--- config.mk ---
export PLATFORM = sky130hd
export DESIGN_NAME = klotski_sort_ctrl
export DESIGN_NICKNAME = d
export VERILOG_FILES = /design/src/rtl/klotski_sort_ctrl.sv
export SDC_FILE = /design/constraint.sdc
export NUM_CORES = 1
export LEC_CHECK = 0
export BUFFER_PORTS_ARGS = -buffer_cell sky130_fd_sc_hd__buf_2
export CORE_AREA = 4 4 351 353
export DETAILED_ROUTE_END_ITERATION = 7
export DIE_AREA = 0 0 355 357
export HOLD_SLACK_MARGIN = 0.03
export REMOVE_ABC_BUFFERS = 1
export SLEW_MARGIN = 20
export SYNTH_ARGS = -nofsm -noshare
export SYNTH_HDL_FRONTEND = slang
export SYNTH_SLANG_ARGS = --single-unit
--- constraint.sdc ---
create_clock -name i_clk -period 2.87 [get_ports i_clk]
set_input_delay 0.1435 -clock i_clk [delete_from_list [all_inputs] [get_ports i_clk]]
set_output_delay 0.1435 -clock i_clk [all_outputs]
set_load 0.03 [all_outputs]
--- src/rtl/klotski_sort_ctrl.sv ---
// klotski_sort_ctrl: sequences the RGB tile sorter for the klotski camera path.
// The controller latches a frame of 16 tile colours and starts the sorter. It
// waits for done under a timeout and checks that the returned labelling is a
// permutation of 0..15. A labelling must repeat over consecutive frames before
// it is published to the solver over a valid/ready handshake.
//
// Optional build macro: SORT_CTRL_ERRCNT_EN adds o_err_cnt, a saturating count
// of timeout and invalid-result events that is cleared on each publish handshake.
//
// Handshake (o_order_valid / i_order_ready): o_order_valid rises with o_order
// already loaded. Both hold steady until a cycle in which i_order_ready=1. That
// cycle is the transfer. o_order_valid is low on the following cycle, and
// o_order keeps its last published value.
module klotski_sort_ctrl #(
  parameter int STABLE_CNT = 3,   // identical valid results required to publish (1..15)
  parameter int TIMEOUT    = 64   // cycles allowed in S_WAIT (32..255)
) (
  input  logic         i_clk,
  input  logic         i_rst_n,
  input  logic         i_frame_valid,
  input  logic [383:0] i_blocks,
  output logic [383:0] o_sort_block,
  output logic         o_sort_start,
  input  logic         i_sort_done,
  input  logic [63:0]  i_sort_order,
  output logic         o_order_valid,
  output logic [63:0]  o_order,
  input  logic         i_order_ready,
  output logic         o_busy,
  output logic         o_timeout,
  output logic         o_invalid
`ifdef SORT_CTRL_ERRCNT_EN
  ,
  output logic [7:0]   o_err_cnt
`endif
);

  localparam logic [7:0] TMO_LAST = 8'(TIMEOUT - 1);
  localparam logic [3:0] STB_MAX  = 4'(STABLE_CNT);

  typedef enum logic [2:0] {
    S_IDLE  = 3'd0,
    S_START = 3'd1,
    S_WAIT  = 3'd2,
    S_CHECK = 3'd3,
    S_OUT   = 3'd4
  } state_e;

  state_e         state_q, state_d;
  logic [383:0]   blk_q;
  logic [63:0]    res_q, res_d;
  logic [63:0]    cand_q, cand_d;
  logic [3:0]     stab_q, stab_d;
  logic [7:0]     tmo_q, tmo_d;
  logic [63:0]    order_q, order_d;

  logic           done_hit;
  logic           tmo_hit;
  logic           in_check;
  logic           same_cand;
  logic           perm_ok;
  logic           publish;
  logic [15:0]    seen;

  // A sorter done only counts while waiting, and it beats a coincident timeout.
  assign done_hit  = (state_q == S_WAIT) && i_sort_done;
  assign tmo_hit   = (state_q == S_WAIT) && !i_sort_done && (tmo_q == TMO_LAST);
  assign in_check  = (state_q == S_CHECK);
  assign same_cand = (res_q == cand_q);

  // Permutation check: the one-hot decodes of all 16 nibbles must cover every label.
  always_comb begin
    seen = 16'h0000;
    for (int i = 0; i < 16; i++) begin
      seen = seen | (16'h0001 << res_q[4*i +: 4]);
    end
  end
  assign perm_ok = &seen;

  // Debounce: track the current candidate and how many times in a row it has been seen.
  always_comb begin
    cand_d = cand_q;
    stab_d = stab_q;
    if (tmo_hit) begin
      stab_d = 4'd0;
    end else if (in_check) begin
      if (!perm_ok) begin
        stab_d = 4'd0;
      end else if (same_cand) begin
        stab_d = (stab_q == STB_MAX) ? STB_MAX : stab_q + 4'd1;
      end else begin
        cand_d = res_q;
        stab_d = 4'd1;
      end
    end
  end

  // Publish only on arrival at STABLE_CNT. A changed result that lands there
  // straight away (STABLE_CNT=1) also arrives. A saturated hold does not publish.
  assign publish = in_check && perm_ok && (stab_d == STB_MAX) &&
                   (!same_cand || (stab_q != STB_MAX));

  // Result capture, timeout counter and published order next values.
  always_comb begin
    res_d   = res_q;
    tmo_d   = tmo_q;
    order_d = order_q;
    if (state_q == S_START) begin
      tmo_d = 8'd0;
    end else if (state_q == S_WAIT) begin
      if (i_sort_done) begin
        res_d = i_sort_order;
      end else begin
        tmo_d = tmo_q + 8'd1;
      end
    end
    if (publish) begin
      order_d = cand_d;
    end
  end

  // State register.
  always_ff @(posedge i_clk or negedge i_rst_n) begin
    if (!i_rst_n) begin
      state_q <= S_IDLE;
    end else begin
      state_q <= state_d;
    end
  end

  // Next-state logic.
  always_comb begin
    state_d = state_q;
    case (state_q)
      S_IDLE:  if (i_frame_valid) state_d = S_START;
      S_START: state_d = S_WAIT;
      S_WAIT: begin
        if (done_hit)     state_d = S_CHECK;
        else if (tmo_hit) state_d = S_IDLE;
      end
      S_CHECK: state_d = publish ? S_OUT : S_IDLE;
      S_OUT:   if (i_order_ready) state_d = S_IDLE;
      default: state_d = S_IDLE;
    endcase
  end

  // Output decode from the current state.
  always_comb begin
    o_sort_start  = (state_q == S_START);
    o_busy        = (state_q != S_IDLE);
    o_order_valid = (state_q == S_OUT);
    o_timeout     = tmo_hit;
    o_invalid     = in_check && !perm_ok;
  end

  // Datapath registers: frame capture, result, candidate, counters, published order.
  always_ff @(posedge i_clk or negedge i_rst_n) begin
    if (!i_rst_n) begin
      blk_q   <= '0;
      res_q   <= '0;
      cand_q  <= '0;
      stab_q  <= '0;
      tmo_q   <= '0;
      order_q <= '0;
    end else begin
      if ((state_q == S_IDLE) && i_frame_valid) begin
        blk_q <= i_blocks;
      end
      res_q   <= res_d;
      cand_q  <= cand_d;
      stab_q  <= stab_d;
      tmo_q   <= tmo_d;
      order_q <= order_d;
    end
  end

  assign o_sort_block = blk_q;
  assign o_order      = order_q;

`ifdef SORT_CTRL_ERRCNT_EN
  logic [7:0] err_q;

  // Error counter: saturating count of timeouts and invalid results, cleared on transfer.
  always_ff @(posedge i_clk or negedge i_rst_n) begin
    if (!i_rst_n) begin
      err_q <= 8'd0;
    end else if ((state_q == S_OUT) && i_order_ready) begin
      err_q <= 8'd0;
    end else if ((tmo_hit || (in_check && !perm_ok)) && (err_q != 8'hFF)) begin
      err_q <= err_q + 8'd1;
    end
  end

  assign o_err_cnt = err_q;
`endif

endmodule
Word-level counts from Yosys, hierarchy flattened
Index checks and enable logic that the tools add are counted.
- $add $sub $neg: 2
- multiply operators: 0
- div/mod/pow operators: 0
- magnitude comparators: 0
- eq/ne operators: 13
- shift operators: 16
- mux-type cells: 18
- bitwise logic cells: 16
- reduce and logical (&&, ||, !) cells: 19
- operator list (cell ; number):
    $mux W64 ; 4
    $shl A1 B4 Y16 const A ; 16
    $or A16 B16 Y16 ; 15
    $eq A64 B64 Y1 ; 1
    $mux W8 ; 3
    $mux W4 ; 5
    $reduce_and A16 Y1 ; 1
    $mux W3 ; 5
    $pmux W3 S5 ; 1
    $add A8 B1 Y8 const B ; 1
    $eq A4 B2 Y1 const B ; 2
    $eq A8 B6 Y1 const B ; 1
    $logic_and A1 B1 Y1 ; 8
    $eq A3 B2 Y1 const B ; 2
    $reduce_and A3 Y1 ; 2
    $add A4 B1 Y4 const B ; 1
    $ne A2 B2 Y1 const B ; 2
    $ne A4 B2 Y1 const B ; 1
    $eq A3 B1 Y1 const B ; 1
    $eq A3 B3 Y1 const B ; 1
    $logic_not A1 Y1 ; 3
    $logic_not A3 Y1 ; 1
    $ne A3 B3 Y1 const B ; 1
    $reduce_bool A3 Y1 ; 1
    5 further kinds ; 5
- register bits: 591
- latch bits: 0
- memory bits (writable): 0
- ROM bits: 0
- logic and storage cells: 91
- memories kept: 0

Logic depth before layout (Yosys ltp)
Gate-level depths: netlist (run 1).
- depth in word-level cells: 25
- gate-level depth with buffers: 11

Worst setup path after synthesis (run 1)
No wires, ideal clock.
- kind: flip-flop to flip-flop
- from: register state_q[2]
- to: register stab_q[1]
- arrival: 2419 ps
- data required time: 2695 ps
- setup slack: 276 ps
- cell stages (with the launch flop): 7
- path buffers: 0
- period minus slack after synthesis: 2594 ps
- path through: dfrtp_1 > nand2b_1 > nor3_1 > nand3_1 > nor3_1 > nand3b_1 > o41ai_1
- longest elaborated chain between the ends: 4
- elaborated cells between the ends (all ways): 6
- RTL lines (what ; line ; source):
    from (decl) ; 49 ; state_e state_q, state_d;
    from (signal assigned) ; 127 ; state_q <= state_d;
    $eq A3 B2 Y1 ; 67 ; assign tmo_hit = (state_q == S_WAIT) && !i_sort_done && (tmo_q == TMO_LAST);
    $logic_and A1 B1 Y1 (2 in series) ; 67 ;
    named net o_timeout ; 30 ; output logic o_timeout,
    $mux W4 ; 84 ; if (tmo_hit) begin
    named net stab_d[1] ; 53 ; logic [3:0] stab_q, stab_d;
    to (signal assigned) ; 171 ; stab_q <= stab_d;
    to (decl) ; 53 ;
The timed path passes the listed nets, and every way through them passes these cells.
A chain may end at the register's enable or synchronous reset.

Worst setup path after layout (run 1)
- from: register res_q[22]
- to: register order_q[47], in the netlist o_order[47]
- longest elaborated chain between the ends: 19
- elaborated cells between the ends (all ways): 28
- RTL lines (what ; line ; source):
    from (decl) ; 51 ; logic [63:0] res_q, res_d;
    from (signal assigned) ; 169 ; res_q <= res_d;
    $shl A1 B4 Y16 ; 75 ; seen = seen | (16'h0001 << res_q[4*i +: 4]);
    $or A16 B16 Y16 (11 in series) ; 75 ;
    $reduce_and A16 Y1 ; 78 ; assign perm_ok = &seen;
    $mux W4 ; 87 ; if (!perm_ok) begin
    $mux W4 ; 86 ; end else if (in_check) begin
    $mux W4 ; 84 ;
    $eq A4 B2 Y1 ; 100 ; assign publish = in_check && perm_ok && (stab_d == STB_MAX) &&
    $logic_and A1 B1 Y1 (2 in series) ; 100 ;
    to (signal assigned) ; 173 ; order_q <= order_d;
    to (decl) ; 55 ; logic [63:0] order_q, order_d;
Several ways; a longest one is shown, not always the timed one.

==> out/qor.json, run 1 <==
{
  "status": {"value": "finished, violations left"},
  "violations": {"value": "negative setup slack"},
  "synth_cell_types": {"value": 38},
  "post_route_cells_drive_above_1_share": {"value": 57.6, "unit": "%"},
  "detail_route.iter0.violations": {"value": 1723},
  "syn_area": {"value": 26600, "unit": "um^2"},
  "power.ir.vdd_worst": {"value": 0.000752, "unit": "V"},
  "floorplan.initialDensity": {"value": 22.2, "unit": "%"},
  "grt-busiest-layer": {"value": "met2"},
  "cp_slowest_stage_delay": {"value": 0.66, "unit": "ns"},
  "ys_seq_elements": {"value": 591},
  "power_frac_clock": {"value": 18.1, "unit": "%"},
  "switchingPower": {"value": 21.9, "unit": "mW"},
  "synth-seq-area-share": {"value": 55.5, "unit": "%"},
  "relSlewSlack": {"value": 38.5, "unit": "%"},
  "power_report.internal_total": {"value": 28.9, "unit": "mW"},
  "post-dp-hpwl": {"value": 96300, "unit": "um"},
  "floorplan.io_pins": {"value": 906},
  "clock_tree_from_tritoncts": {"value": "done"},
  "rsz_0062_raised_after_global_routing": {"value": "true"},
  "timing.final.setup_violations": {"value": 131},
  "avgSynthCellArea": {"value": 13.2, "unit": "um^2"},
  "power.total": {"value": 50.8, "unit": "mW"},
  "dr_total_vias": {"value": 24600},
  "timing.setup.critical_path_class": {"value": "flop to flop"},
  "htree_levels": {"value": 3},
  "gate_family_responsible_for_the_most_delay_along_the_worst_path": {"value": "simple AND/OR/NAND/NOR gates"},
  "placement.setup.worst_slack": {"value": -0.329, "unit": "ns"},
  "average_detailed_routed_wire_length_per_instance": {"value": 24.7, "unit": "um"},
  "worst_path_maximum_fanout": {"value": 9},
  "timing.critical_path.buf_inv": {"value": 4},
  "crit_arrival": {"value": 3.63, "unit": "ns"},
  "core_area": {"value": 120000, "unit": "um^2"},
  "drt_wl_total": {"value": 132000, "unit": "um"},
  "finalNetCount": {"value": 4095},
  "postSynth.asyncResetShare": {"value": 100, "unit": "%"},
  "layout.cells.most_common": {"value": "sky130_fd_sc_hd__buf_2"},
  "global_route.usage.total": {"value": 19.2, "unit": "%"},
  "clkLatencyLatePin": {"value": 0.64, "unit": "ns"},
  "layout_worst_path_cycle_share": {"value": 109, "unit": "%"},
  "timing.reg2reg.setup_slack": {"value": -0.26, "unit": "ns"},
  "finClkSkew": {"value": 0.0261, "unit": "ns"},
  "num_rows": {"value": 127},
  "die_y": {"value": 357, "unit": "um"},
  "detail-route-antenna-nets": {"value": 0},
  "layout-area-overhead-vs-synth": {"value": 67.6, "unit": "%"},
  "slew_viol_final": {"value": 0},
  "number_of_global_route_vias_before_repair": {"value": 25200},
  "cts_num_sinks": {"value": 591},
  "die_w": {"value": 355, "unit": "um"},
  "detail_route.first_pass.iterations": {"value": 5},
  "max_freq": {"value": 319, "unit": "MHz"},
  "met3_usage": {"value": 7.12, "unit": "%"},
  "critical_path.slowest_cell": {"value": "sky130_fd_sc_hd__or4_4"},
  "crit_chain": {"value": "buf_2 > nor4bb_1 > nor4_1 > nand4_1 > nand4_1 > buf_4 > or4_4 > buf_4 > buf_6 > o31ai_1 > nand2_1"},
  "final-hold-violation-count": {"value": 0},
  "globalRoute.totalOverflow": {"value": 0},
  "leakage": {"value": 20.4, "unit": "nW"},
  "met2_usage": {"value": 30.7, "unit": "%"},
  "period_minus_slack": {"value": 3.13, "unit": "ns"},
  "power_frac_seq": {"value": 28.9, "unit": "%"},
  "final.setup.tns": {"value": -12.63, "unit": "ns"},
  "first_pass_grt_wire_length": {"value": 179000, "unit": "um"},
  "total_die_area": {"value": 127000, "unit": "um^2"},
  "worst_setup_path_end_kind": {"value": "flop"},
  "tritoncts.num_buffers": {"value": 71},
  "netSwitchingFraction": {"value": 43.1, "unit": "%"},
  "mostFrequentLayoutCells": {"value": "908 x sky130_fd_sc_hd__buf_2, 540 x sky130_fd_sc_hd__dfrtp_1, 452 x sky130_fd_sc_hd__mux2_2, 451 x sky130_fd_sc_hd__dlygate4sd3_1, 321 x sky130_fd_sc_hd__buf_4"},
  "count_of_flip_flops_with_a_built_in_enable_after_synthesis": {"value": 0},
  "layout_setup_ws": {"value": -0.262, "unit": "ns"},
  "power_frac_comb": {"value": 53.0, "unit": "%"},
  "synth_flop_cell": {"value": "sky130_fd_sc_hd__dfrtp_1"},
  "max_slew.worst_pin.slew": {"value": 0.922, "unit": "ns"},
  "detail_route.vias_per_cell": {"value": 4.63},
  "postSynthCellCount": {"value": 2021},
  "ys.warnings.count": {"value": 0},
  "clk_pin_slew": {"value": 0.06, "unit": "ns"},
  "grt_max_degree": {"value": 82},
  "min-delay-path-class": {"value": "primary input to asynchronous set/reset pin"},
  "io_buffer_count": {"value": 905},
  "power_density": {"value": 1140, "unit": "nW/um^2"},
  "max_capacitance_violation_count": {"value": 0},
  "required": {"value": 3.36, "unit": "ns"},
  "post_layout_util": {"value": 37.3, "unit": "%"},
  "worst_setup_path_start_kind": {"value": "flop"},
  "gp_routability_congestion": {"value": 0.924},
  "grt_antenna_before_repair": {"value": 38},
  "max-clock-path-buffers": {"value": 3},
  "globalRouteMet1Util": {"value": 23.9, "unit": "%"},
  "clock_tree.root_cell": {"value": "sky130_fd_sc_hd__clkbuf_16"},
  "drc": {"value": 0}
}
==> final timing paths <==
check,start,to,depth (start not counted)
min in group i_clk,i_frame_valid,o_sort_block[201],5
worst min register to register,o_order[10],o_order[10],2
worst min-delay path,i_rst_n,o_sort_block[203],2
worst max register to register,res_q[22],o_order[47],11
max in group asynchronous,i_rst_n,res_q[5],3
worst max-delay path,res_q[22],o_order[47],11
==> power groups by stage <==
| stage | Clock [mW] | Sequential (mW) | Combinational, mW |
|---|---|---|---|
| floorplan | 0 | 16.5 | 5.49 |
| global placement | 0 | 14.5 | 23.5 |
| detailed placement | 0 | 14.6 | 23.6 |
| CTS | 9.43 | 14.6 | 25.0 |
| global route | 9.75 | 15.1 | 28.2 |
| finish | 9.17 | 14.7 | 26.9 |
==> Yosys cell counts (60+ instances only) <==
library cell	number	share of area, %
sky130_fd_sc_hd__nand4b_1	66	2.2
sky130_fd_sc_hd__xnor2_1	65	2.1
sky130_fd_sc_hd__nor4b_1	64	2.1
sky130_fd_sc_hd__nor4_1	64	1.5
sky130_fd_sc_hd__mux2_2	452	19
sky130_fd_sc_hd__buf_2	103	1.9
sky130_fd_sc_hd__nand2_1	70	0.99
sky130_fd_sc_hd__mux2_1	60	2.5
sky130_fd_sc_hd__nor4bb_1	96	3.6
sky130_fd_sc_hd__nand4_1	135	3.2
sky130_fd_sc_hd__dfrtp_1	591	56
sky130_fd_sc_hd__o31ai_1	64	1.8
sky130_fd_sc_hd__clkbuf_1	114	1.6
==> layer usage <==
metal | share of wire [%] | wire (um)
met5 | 0.071 | 94
met4 | 3.7 | 4940
met3 | 9.4 | 12400
met2 | 46 | 60800
met1 | 41 | 53400
==> flip-flops by register name, indices dropped and copies added (netlist names) <==
| name | cells |
|---|---|
| cand_q | 64 |
| o_order | 64 |
| o_sort_block | 384 |
| res_q | 64 |
| stab_q | 4 |
| state_q | 3 |
| tmo_q | 8 |
==> cell type report <==
type | instances | area, um^2
fillers | 11600 | 75200
clock inverters | 23 | 284
diodes | 18 | 45.0
inverters | 4 | 15.0
repair buffers | 1773 | 13200
clock buffers | 103 | 2060
well taps | 1612 | 2020
multi-input cells | 1199 | 12200
flip-flops and latches | 591 | 14900
==> cell families after synthesis <==
group,count (synthesis),share of synthesized area [%]
flops,591,55.5
simple gates,542,14.6
mux,513,21.7
buf+inv,231,3.74
compound gates,72,2.02
xor+xnor,70,2.30
fa+ha+maj,2,0.0939
==> stage by stage <==
stage / cells / cell area, um^2 / hold slack [ns]
finish: 5323 / 44600 / 0.0999
global route: 5318 / 44600 / 0.115
CTS: 5237 / 42900 / 0.0870
detailed placement: 4635 / 35200 / 0.199
global placement: 4635 / 35200 / 0.196
floorplan: 1794 / 25700 / -0.152
==> repair_timing <==
action | 4_1_cts | 5_1_grt
cloned | 2 | 14
gates resized for setup | 119 | 196
pin swaps | 13 | 20
setup endpoints to repair | 134 | 134
setup buffers | 23 | 55
endpoints found under the hold margin | 497 | 0
hold buffers | 451 | 0
Power figures use the tool's default switching activity.
==> inputs of run 2 (changes only) <==
--- a/config.mk
+++ b/config.mk
@@ -5,10 +5,11 @@
 export SDC_FILE = /design/constraint.sdc
 export NUM_CORES = 1
 export LEC_CHECK = 0
+export ABC_AREA = 1
 export BUFFER_PORTS_ARGS = -buffer_cell sky130_fd_sc_hd__buf_2
-export CORE_AREA = 4 4 351 353
+export CORE_AREA = 4 4 348 350
 export DETAILED_ROUTE_END_ITERATION = 7
-export DIE_AREA = 0 0 355 357
+export DIE_AREA = 0 0 352 354
 export HOLD_SLACK_MARGIN = 0.03
 export REMOVE_ABC_BUFFERS = 1
 export SLEW_MARGIN = 20
==> out/qor.json, run 2 <==
{
  "total_die_area": {"value": 125000, "unit": "um^2", "change": "-1.7%"},
  "switchingPower": {"value": 23.3, "unit": "mW", "change": "+6.3%"},
  "detail_route.vias_per_cell": {"value": 4.57, "change": "-1.2%"},
  "yosysMostFrequentCell": {"value": "sky130_fd_sc_hd__dfrtp_1"},
  "syn_area": {"value": 26100, "unit": "um^2", "change": "-1.9%"},
  "postSynth.asyncResetShare": {"value": 100, "unit": "%", "change": "unchanged"},
  "min-delay-path-class": {"value": "primary input to asynchronous set/reset pin"},
  "grt_max_degree": {"value": 143, "change": "+74%"},
  "ys_seq_elements": {"value": 591, "change": "unchanged"},
  "cts_num_sinks": {"value": 591, "change": "unchanged"},
  "layout_worst_path_cycle_share": {"value": 95.5, "unit": "%", "change": "-14 points"},
  "die_y": {"value": 354, "unit": "um", "change": "-0.84%"},
  "synth_cell_types": {"value": 29, "change": "-24%"},
  "tritoncts.num_buffers": {"value": 75, "change": "+5.6%"},
  "finClkSkew": {"value": 0.0367, "unit": "ns", "change": "+0.0106 ns"},
  "power.total": {"value": 48.6, "unit": "mW", "change": "-4.2%"},
  "layout_setup_ws": {"value": 0.128, "unit": "ns", "change": "+0.390 ns"},
  "power_frac_clock": {"value": 19.6, "unit": "%", "change": "+1.5 points"},
  "worst_setup_path_end_kind": {"value": "output pin"},
  "top_cells_by_area_synth": {"value": "sky130_fd_sc_hd__dfrtp_1 57%, sky130_fd_sc_hd__mux2_2 17%, sky130_fd_sc_hd__nand2_1 5.7%"},
  "average_detailed_routed_wire_length_per_instance": {"value": 26.1, "unit": "um", "change": "+5.6%"},
  "layout-area-overhead-vs-synth": {"value": 56.3, "unit": "%"},
  "io_buffer_count": {"value": 905, "change": "unchanged"},
  "leakage": {"value": 19.8, "unit": "nW", "change": "-3.2%"},
  "floorplan.io_pins": {"value": 906, "change": "unchanged"},
  "slew_viol_final": {"value": 0, "change": "unchanged"},
  "first_pass_grt_wire_length": {"value": 197000, "unit": "um", "change": "+10%"},
  "power_density": {"value": 1190, "unit": "nW/um^2", "change": "+4.6%"},
  "required": {"value": 2.73, "unit": "ns", "change": "-0.63 ns"},
  "worst_setup_path_start_kind": {"value": "flop"},
  "power_report.internal_total": {"value": 25.4, "unit": "mW", "change": "-12%"},
  "synth-seq-area-share": {"value": 56.6, "unit": "%", "change": "+1.1 points"},
  "ys.warnings.count": {"value": 0, "change": "unchanged"},
  "synth_flop_cell": {"value": "sky130_fd_sc_hd__dfrtp_1"},
  "period_minus_slack": {"value": 2.74, "unit": "ns", "change": "-0.390 ns"},
  "avgSynthCellArea": {"value": 10.7, "unit": "um^2", "change": "-19%"},
  "gp_routability_congestion": {"value": 0.979, "change": "+6.0%"},
  "grt_antenna_before_repair": {"value": 38, "change": "unchanged"},
  "largest_register_ff_count": {"value": 384, "change": "unchanged"},
  "clock_tree_from_tritoncts": {"value": "done"},
  "power_frac_comb": {"value": 51.2, "unit": "%", "change": "-1.8 points"},
  "finalNetCount": {"value": 4353, "change": "+6.3%"},
  "timing.final.setup_violations": {"value": 0, "change": "-100%"},
  "relSlewSlack": {"value": 40.1, "unit": "%", "change": "+1.5 points"},
  "max-clock-path-buffers": {"value": 3, "change": "unchanged"},
  "htree_levels": {"value": 3, "change": "unchanged"},
  "crit_arrival": {"value": 2.60, "unit": "ns", "change": "-1.03 ns"},
  "yosys-top-cells-count": {"value": "591 x sky130_fd_sc_hd__dfrtp_1, 400 x sky130_fd_sc_hd__nand2_1, 384 x sky130_fd_sc_hd__mux2_2"},
  "post-dp-hpwl": {"value": 115000, "unit": "um", "change": "+19%"},
  "placement.setup.worst_slack": {"value": -0.0144, "unit": "ns", "change": "+0.314 ns"},
  "max_capacitance_violation_count": {"value": 0, "change": "unchanged"},
  "worst_r2r_dst": {"value": "o_order[2]"},
  "synth_top_area_share": {"value": 56.6, "unit": "%", "change": "+1.1 points"},
  "detail-route-antenna-nets": {"value": 0, "change": "unchanged"},
  "detail_route.iter0.violations": {"value": 2245, "change": "+30%"},
  "sequential_cell_area": {"value": 14800, "unit": "um^2", "change": "about the same"},
  "post_route_cells_drive_above_1_share": {"value": 44.8, "unit": "%", "change": "-13 points"},
  "max_freq": {"value": 365, "unit": "MHz", "change": "+14%"},
  "timing.rr.start": {"value": "res_q[16]"},
  "final-hold-violation-count": {"value": 0, "change": "unchanged"},
  "max_slew.worst_pin.slew": {"value": 0.899, "unit": "ns", "change": "-0.0229 ns"},
  "multi_input_gate_area": {"value": 10400, "unit": "um^2", "change": "-14%"},
  "postSynthCellCount": {"value": 2445, "change": "+21%"},
  "globalRoute.totalOverflow": {"value": 0, "change": "unchanged"},
  "power.ir.vdd_worst": {"value": 0.000910, "unit": "V", "change": "+21%"},
  "global_route.usage.total": {"value": 22.0, "unit": "%", "change": "+2.8 points"},
  "drt_wl_total": {"value": 144000, "unit": "um", "change": "+9.1%"},
  "netSwitchingFraction": {"value": 47.9, "unit": "%", "change": "+4.7 points"},
  "clk_pin_slew": {"value": 0.06, "unit": "ns", "change": "about the same"},
  "num_rows": {"value": 126, "change": "-0.79%"},
  "layout.filler_cells": {"value": 11800, "change": "+1.8%"},
  "worst-r2r-cell-count": {"value": 18, "change": "+7"},
  "timing.setup.critical_path_class": {"value": "flop to output pin"},
  "layout.cells.most_common": {"value": "sky130_fd_sc_hd__buf_2"},
  "timing.reg2reg.setup_slack": {"value": 0.15, "unit": "ns", "change": "+0.41 ns"},
  "worst_path_maximum_fanout": {"value": 8, "change": "-1"},
  "drc": {"value": 0, "change": "unchanged"},
  "clock_tree.root_cell": {"value": "sky130_fd_sc_hd__clkbuf_16"},
  "clkLatencyLatePin": {"value": 0.65, "unit": "ns", "change": "about the same"},
  "floorplan.initialDensity": {"value": 22.2, "unit": "%", "change": "-0.036 points"},
  "yosys.area.top_type": {"value": "sky130_fd_sc_hd__dfrtp_1"},
  "number_of_global_route_vias_before_repair": {"value": 25200, "change": "+0.059%"},
  "status": {"value": "complete, no violations"},
  "count_of_flip_flops_with_a_built_in_enable_after_synthesis": {"value": 0, "change": "unchanged"},
  "mostFrequentLayoutCells": {"value": "903 x sky130_fd_sc_hd__buf_2, 549 x sky130_fd_sc_hd__dfrtp_1, 452 x sky130_fd_sc_hd__dlygate4sd3_1, 388 x sky130_fd_sc_hd__nand2_1, 384 x sky130_fd_sc_hd__mux2_2"},
  "dr_total_vias": {"value": 25100, "change": "+2.0%"},
  "power_frac_seq": {"value": 29.3, "unit": "%", "change": "+0.4 points"},
  "detail_route.first_pass.iterations": {"value": 7, "change": "+2"},
  "die_w": {"value": 352, "unit": "um", "change": "-0.85%"},
  "core_area": {"value": 118000, "unit": "um^2", "change": "-1.7%"}
}
run 2: worst max-delay path by stage:
stage                          start               to  slack, ns  cells past startpoint
after floorplan           state_q[0]  o_sort_block[0]      -9.56                      3
after global placement     res_q[16]      o_order[31]      -0.03                     17
after detailed placement   res_q[16]      o_order[31]      -0.01                     17
after CTS                  res_q[23]        o_invalid      -0.04                     14
after global routing       res_q[36]        o_invalid      -0.02                     14
final                      res_q[21]        o_invalid       0.13                     13
run 2: cell families after synthesis:
kind of cell    count (synthesis)  share of synthesized area, %
compound gates                174                          3.45
xor+xnor                       62                          2.08
fa+ha+maj                       2                        0.0957
buf+inv                       254                          4.51
flops                         591                          56.6
mux                           384                          16.5
simple gates                  978                          16.7
run 2: area by class of cell:
type	count	share of cell area (%)
antenna	10	0.0612
clock buffer	99	5.14
clock inverter	33	0.867
inverter	97	0.955
multi-input combinational	1600	25.6
sequential	591	36.3
tap	1536	4.70
timing repair buffer	1533	26.4
run 2: power by group through the flow:
stage	Sequential, mW	Combinational, mW	Clock [mW]
floorplan	16.5	6.34	0
global placement	14.1	23.4	0
detailed placement	14.2	23.4	0
CTS	14.1	24.0	9.81
global route	14.6	26.0	10.1
finish	14.2	24.9	9.52
run 2: metrics by stage:
stage          instance area (um^2)  hold WS (ns)  utilization (%)  std cells   TNS, ns
5_1_grt                       40800         0.128             34.7       5490   -0.0233
6_report                      40900         0.113             34.7       5499         0
3_5_place_dp                  33100         0.236             28.1       4864   -0.0144
4_1_cts                       40100         0.107             34.1       5448   -0.0412
3_3_place_gp                  33100         0.235             28.1       4864   -0.0447
2_1_floorplan                 25300        -0.152                -       2288  -3950.18
run 2: what timing repair did:
action	4_1_cts	5_1_grt
gates cloned	0	5
buffers inserted	0	36
setup endpoints to repair	61	66
pin swaps	0	23
hold buffers	452	0
endpoints found under the hold margin	513	0
resized for setup	21	121
run 2: critical path, stage by stage (launching register included):
cell and delay (ns):
sky130_fd_sc_hd__dfrtp_1 0.41, sky130_fd_sc_hd__buf_4 0.18, sky130_fd_sc_hd__nand4_1 0.09, sky130_fd_sc_hd__o21ai_0 0.12, sky130_fd_sc_hd__nor2_1 0.23, sky130_fd_sc_hd__nand2_2 0.13
sky130_fd_sc_hd__nor2_2 0.12, sky130_fd_sc_hd__nor2_1 0.05, sky130_fd_sc_hd__nand2_1 0.10, sky130_fd_sc_hd__inv_2 0.04, sky130_fd_sc_hd__nand2_2 0.08, sky130_fd_sc_hd__nor2_4 0.06
sky130_fd_sc_hd__nor2_4 0.20, sky130_fd_sc_hd__buf_6 0.17
run 2: metal layers:
layer / vias to the layer above / GRT usage [%] / wire length [um]
met5: - / 0 / 106
met4: 18 / 10.8 / 9160
met3: 279 / 6.87 / 13100
met2: 1193 / 34.5 / 64200
met1: 12300 / 27.6 / 57100
li1: 11300 / - / -
==> inputs of run 3 (changes only) <==
--- a/config.mk
+++ b/config.mk
@@ -5,12 +5,14 @@
 export SDC_FILE = /design/constraint.sdc
 export NUM_CORES = 1
 export LEC_CHECK = 0
-export ABC_AREA = 1
 export BUFFER_PORTS_ARGS = -buffer_cell sky130_fd_sc_hd__buf_2
-export CORE_AREA = 4 4 348 350
+export CELL_PAD_IN_SITES_DETAIL_PLACEMENT = 1
+export CELL_PAD_IN_SITES_GLOBAL_PLACEMENT = 1
+export CORE_AREA = 4 4 352 354
 export DETAILED_ROUTE_END_ITERATION = 7
-export DIE_AREA = 0 0 352 354
+export DIE_AREA = 0 0 356 358
 export HOLD_SLACK_MARGIN = 0.03
+export PLACE_DENSITY_LB_ADDON = 0.1
 export REMOVE_ABC_BUFFERS = 1
 export SLEW_MARGIN = 20
 export SYNTH_ARGS = -nofsm -noshare
==> out/qor.json, run 3 (synthesis gave the netlist of run 1 again) <==
{
  "detail_route.first_pass.iterations": {"value": 5, "change": "-2"},
  "detail_route.iter0.violations": {"value": 1012, "change": "-55%"},
  "clkLatencyLatePin": {"value": 0.64, "unit": "ns", "change": "about the same"},
  "die_y": {"value": 358, "unit": "um", "change": "+1.1%"},
  "mostFrequentLayoutCells": {"value": "904 x sky130_fd_sc_hd__buf_2, 538 x sky130_fd_sc_hd__dfrtp_1, 451 x sky130_fd_sc_hd__mux2_2, 451 x sky130_fd_sc_hd__dlygate4sd3_1, 393 x sky130_fd_sc_hd__buf_4"},
  "detail-route-antenna-nets": {"value": 0, "change": "unchanged"},
  "finalNetCount": {"value": 4160, "change": "-4.4%"},
  "crit_arrival": {"value": 3.13, "unit": "ns", "change": "+0.53 ns"},
  "power_frac_seq": {"value": 28.9, "unit": "%", "change": "-0.4 points"},
  "grt_max_degree": {"value": 101, "change": "-29%"},
  "switchingPower": {"value": 22.1, "unit": "mW", "change": "-5.1%"},
  "period_minus_slack": {"value": 3.28, "unit": "ns", "change": "+0.536 ns"},
  "power_density": {"value": 1130, "unit": "nW/um^2", "change": "-4.8%"},
  "leakage": {"value": 20.7, "unit": "nW", "change": "+4.6%"},
  "max_freq": {"value": 305, "unit": "MHz", "change": "-16%"},
  "worst_setup_path_end_kind": {"value": "output pin"},
  "finClkSkew": {"value": 0.0225, "unit": "ns", "change": "-0.0143 ns"},
  "route.layer.met1.wl": {"value": 53800, "unit": "um", "change": "-5.8%"},
  "highest_layer": {"value": "met5"},
  "detail_route.vias_per_cell": {"value": 4.52, "change": "-0.99%"},
  "met2_length": {"value": 74200, "unit": "um", "change": "+16%"},
  "htree_levels": {"value": 3, "change": "unchanged"},
  "relSlewSlack": {"value": 48.8, "unit": "%", "change": "+8.7 points"},
  "io_buffer_count": {"value": 905, "change": "unchanged"},
  "slew_viol_final": {"value": 0, "change": "unchanged"},
  "layout_worst_path_cycle_share": {"value": 114, "unit": "%", "change": "+19 points"},
  "power_frac_clock": {"value": 19.1, "unit": "%", "change": "-0.5 points"},
  "cts_num_sinks": {"value": 591, "change": "unchanged"},
  "timing.critical_path.buf_inv": {"value": 6, "change": "+3"},
  "final-hold-violation-count": {"value": 0, "change": "unchanged"},
  "power.ir.vdd_worst": {"value": 0.000574, "unit": "V", "change": "-37%"},
  "layout_setup_ws": {"value": -0.408, "unit": "ns", "change": "-0.536 ns"},
  "die_w": {"value": 356, "unit": "um", "change": "+1.1%"},
  "largest_register_ff_count": {"value": 384, "change": "unchanged"},
  "netSwitchingFraction": {"value": 43.1, "unit": "%", "change": "-4.7 points"},
  "layout.filler_cells": {"value": 13200, "change": "+12%"},
  "clk_pin_slew": {"value": 0.06, "unit": "ns", "change": "about the same"},
  "floorplan.io_pins": {"value": 906, "change": "unchanged"},
  "status": {"value": "finished, violations left"},
  "floorplan.initialDensity": {"value": 22.0, "unit": "%", "change": "-0.20 points"},
  "gate_family_responsible_for_the_most_delay_along_the_worst_path": {"value": "simple AND/OR/NAND/NOR gates"},
  "sequential_cell_area": {"value": 14900, "unit": "um^2", "change": "+0.11%"},
  "met3RoutedLength": {"value": 6550, "unit": "um", "change": "-50%"},
  "worst_hold_slack": {"value": 0.167, "unit": "ns", "change": "+0.0540 ns"},
  "clock_tree.root_cell": {"value": "sky130_fd_sc_hd__clkbuf_16"},
  "power_frac_comb": {"value": 52.0, "unit": "%", "change": "+0.8 points"},
  "layout.cells.most_common": {"value": "sky130_fd_sc_hd__buf_2"},
  "cp_slowest_stage_delay": {"value": 0.56, "unit": "ns", "change": "+0.15 ns"},
  "max-clock-path-buffers": {"value": 3, "change": "unchanged"},
  "multi_input_gate_area": {"value": 12200, "unit": "um^2", "change": "+17%"},
  "total_die_area": {"value": 127000, "unit": "um^2", "change": "+2.3%"},
  "number_of_global_route_vias_before_repair": {"value": 27500, "change": "+9.1%"},
  "dr_total_vias": {"value": 24400, "change": "-2.7%"},
  "tritoncts.num_buffers": {"value": 77, "change": "+2.7%"},
  "drt_wl_total": {"value": 138000, "unit": "um", "change": "-3.8%"},
  "global_route.usage.total": {"value": 20.7, "unit": "%", "change": "-1.3 points"},
  "max_slew.worst_pin.slew": {"value": 0.769, "unit": "ns", "change": "-0.130 ns"},
  "worst_path_maximum_fanout": {"value": 4, "change": "-4"},
  "worst_setup_path_start_kind": {"value": "flop"},
  "layout-area-overhead-vs-synth": {"value": 69.6, "unit": "%"},
  "min-delay-path-class": {"value": "primary input to flop"},
  "timing.setup.critical_path_class": {"value": "flop to output pin"},
  "power_report.internal_total": {"value": 29.1, "unit": "mW", "change": "+15%"},
  "drc": {"value": 0, "change": "unchanged"},
  "final_cell_count_no_fill": {"value": 5401, "change": "-1.8%"},
  "grt_antenna_before_repair": {"value": 20, "change": "-47%"},
  "core_area": {"value": 121000, "unit": "um^2", "change": "+2.8%"},
  "violations": {"value": "negative setup slack"},
  "max_capacitance_violation_count": {"value": 0, "change": "unchanged"},
  "clock_tree_from_tritoncts": {"value": "done"},
  "timing.final.setup_violations": {"value": 130, "change": "+130"},
  "average_detailed_routed_wire_length_per_instance": {"value": 25.6, "unit": "um", "change": "-2.1%"},
  "post-dp-hpwl": {"value": 105000, "unit": "um", "change": "-8.6%"},
  "placedCellCount": {"value": 4721, "change": "-2.9%"},
  "required": {"value": 2.73, "unit": "ns", "change": "about the same"},
  "post_route_cells_drive_above_1_share": {"value": 58.3, "unit": "%", "change": "+13 points"},
  "first_pass_grt_wire_length": {"value": 195000, "unit": "um", "change": "-1.0%"},
  "crit_chain": {"value": "buf_4 > buf_4 > buf_4 > nand4_1 > nand4_1 > or4_1 > nand4_1 > nor4_4 > buf_12 > buf_12 > nor2_4 > buf_6"},
  "gp_routability_congestion": {"value": 0.837, "change": "-15%"},
  "rsz_0062_raised_after_global_routing": {"value": "true"},
  "num_rows": {"value": 128, "change": "+1.6%"},
  "critical_path.slowest_cell": {"value": "sky130_fd_sc_hd__or4_1"},
  "globalRoute.totalOverflow": {"value": 0, "change": "unchanged"}
}
-- run 3: power groups by stage --
stage               logic (mW)  clock network (mW)  registers [mW]
floorplan                 5.49                   0            16.5
global placement          24.2                   0            14.6
detailed placement        24.3                   0            14.8
CTS                       26.4                10.2            14.7
global route              27.9                10.5            15.3
finish                    26.6                9.80            14.8
-- run 3: final timing paths --
kind | to | start | cells after the start | slack [ns]
max | o_invalid | res_q[53] | 12 | -0.41
min | o_sort_block[75] | i_frame_valid | 5 | 0.17
max reg2reg | cand_q[63] | res_q[53] | 15 | -0.40
min reg2reg | o_sort_block[361] | o_sort_block[361] | 1 | 0.50
max in group asynchronous | o_sort_block[376] | i_rst_n | 3 | 1.99
min in group asynchronous | o_sort_block[135] | i_rst_n | 3 | 0.20
-- run 3: timing repair --
item	in CTS	in global routing
setup buffers	56	11
pin swaps	21	26
gates resized for setup	189	143
endpoints found under the hold margin	878	0
hold buffers	452	0
cloned	7	5
endpoints found under the setup margin	134	134
-- run 3: stage by stage --
step | area (um^2) | worst slack (ns) | power [mW] | TNS, ns | util [%]
after floorplan | 25700 | -15.97 | 22.0 | -6593.88 | -
after global placement | 35600 | -0.522 | 38.8 | -61.39 | 29.4
after detailed placement | 35600 | -0.507 | 39.2 | -59.44 | 29.4
after CTS | 44200 | -0.428 | 51.3 | -30.80 | 36.5
after global routing | 45200 | -0.514 | 53.7 | -42.28 | 37.3
final | 45200 | -0.408 | 51.2 | -29.08 | 37.3
-- run 3: layout make-up --
cell class                 instances  area share [%]
sequential                       591            32.9
antenna                           12          0.0665
tap                             1625            4.50
clock inverter                    19           0.601
clock buffer                     119            5.01
multi-input combinational       1199            27.0
inverter                           4          0.0332
timing repair buffer            1832            29.9
-- run 3: metal layers --
metal	GRT usage [%]	vias to the layer above
li1	-	10900
met1	23.8	12700
met2	38.9	629
met3	3.99	151
met4	5.75	10
met5	0	-
-- run 3: worst min-delay path: cells and delay by family --
kind	cells	cell delay [ns]
simple gates	1	0.05
buf+inv	3	0.34
mux	1	0.23
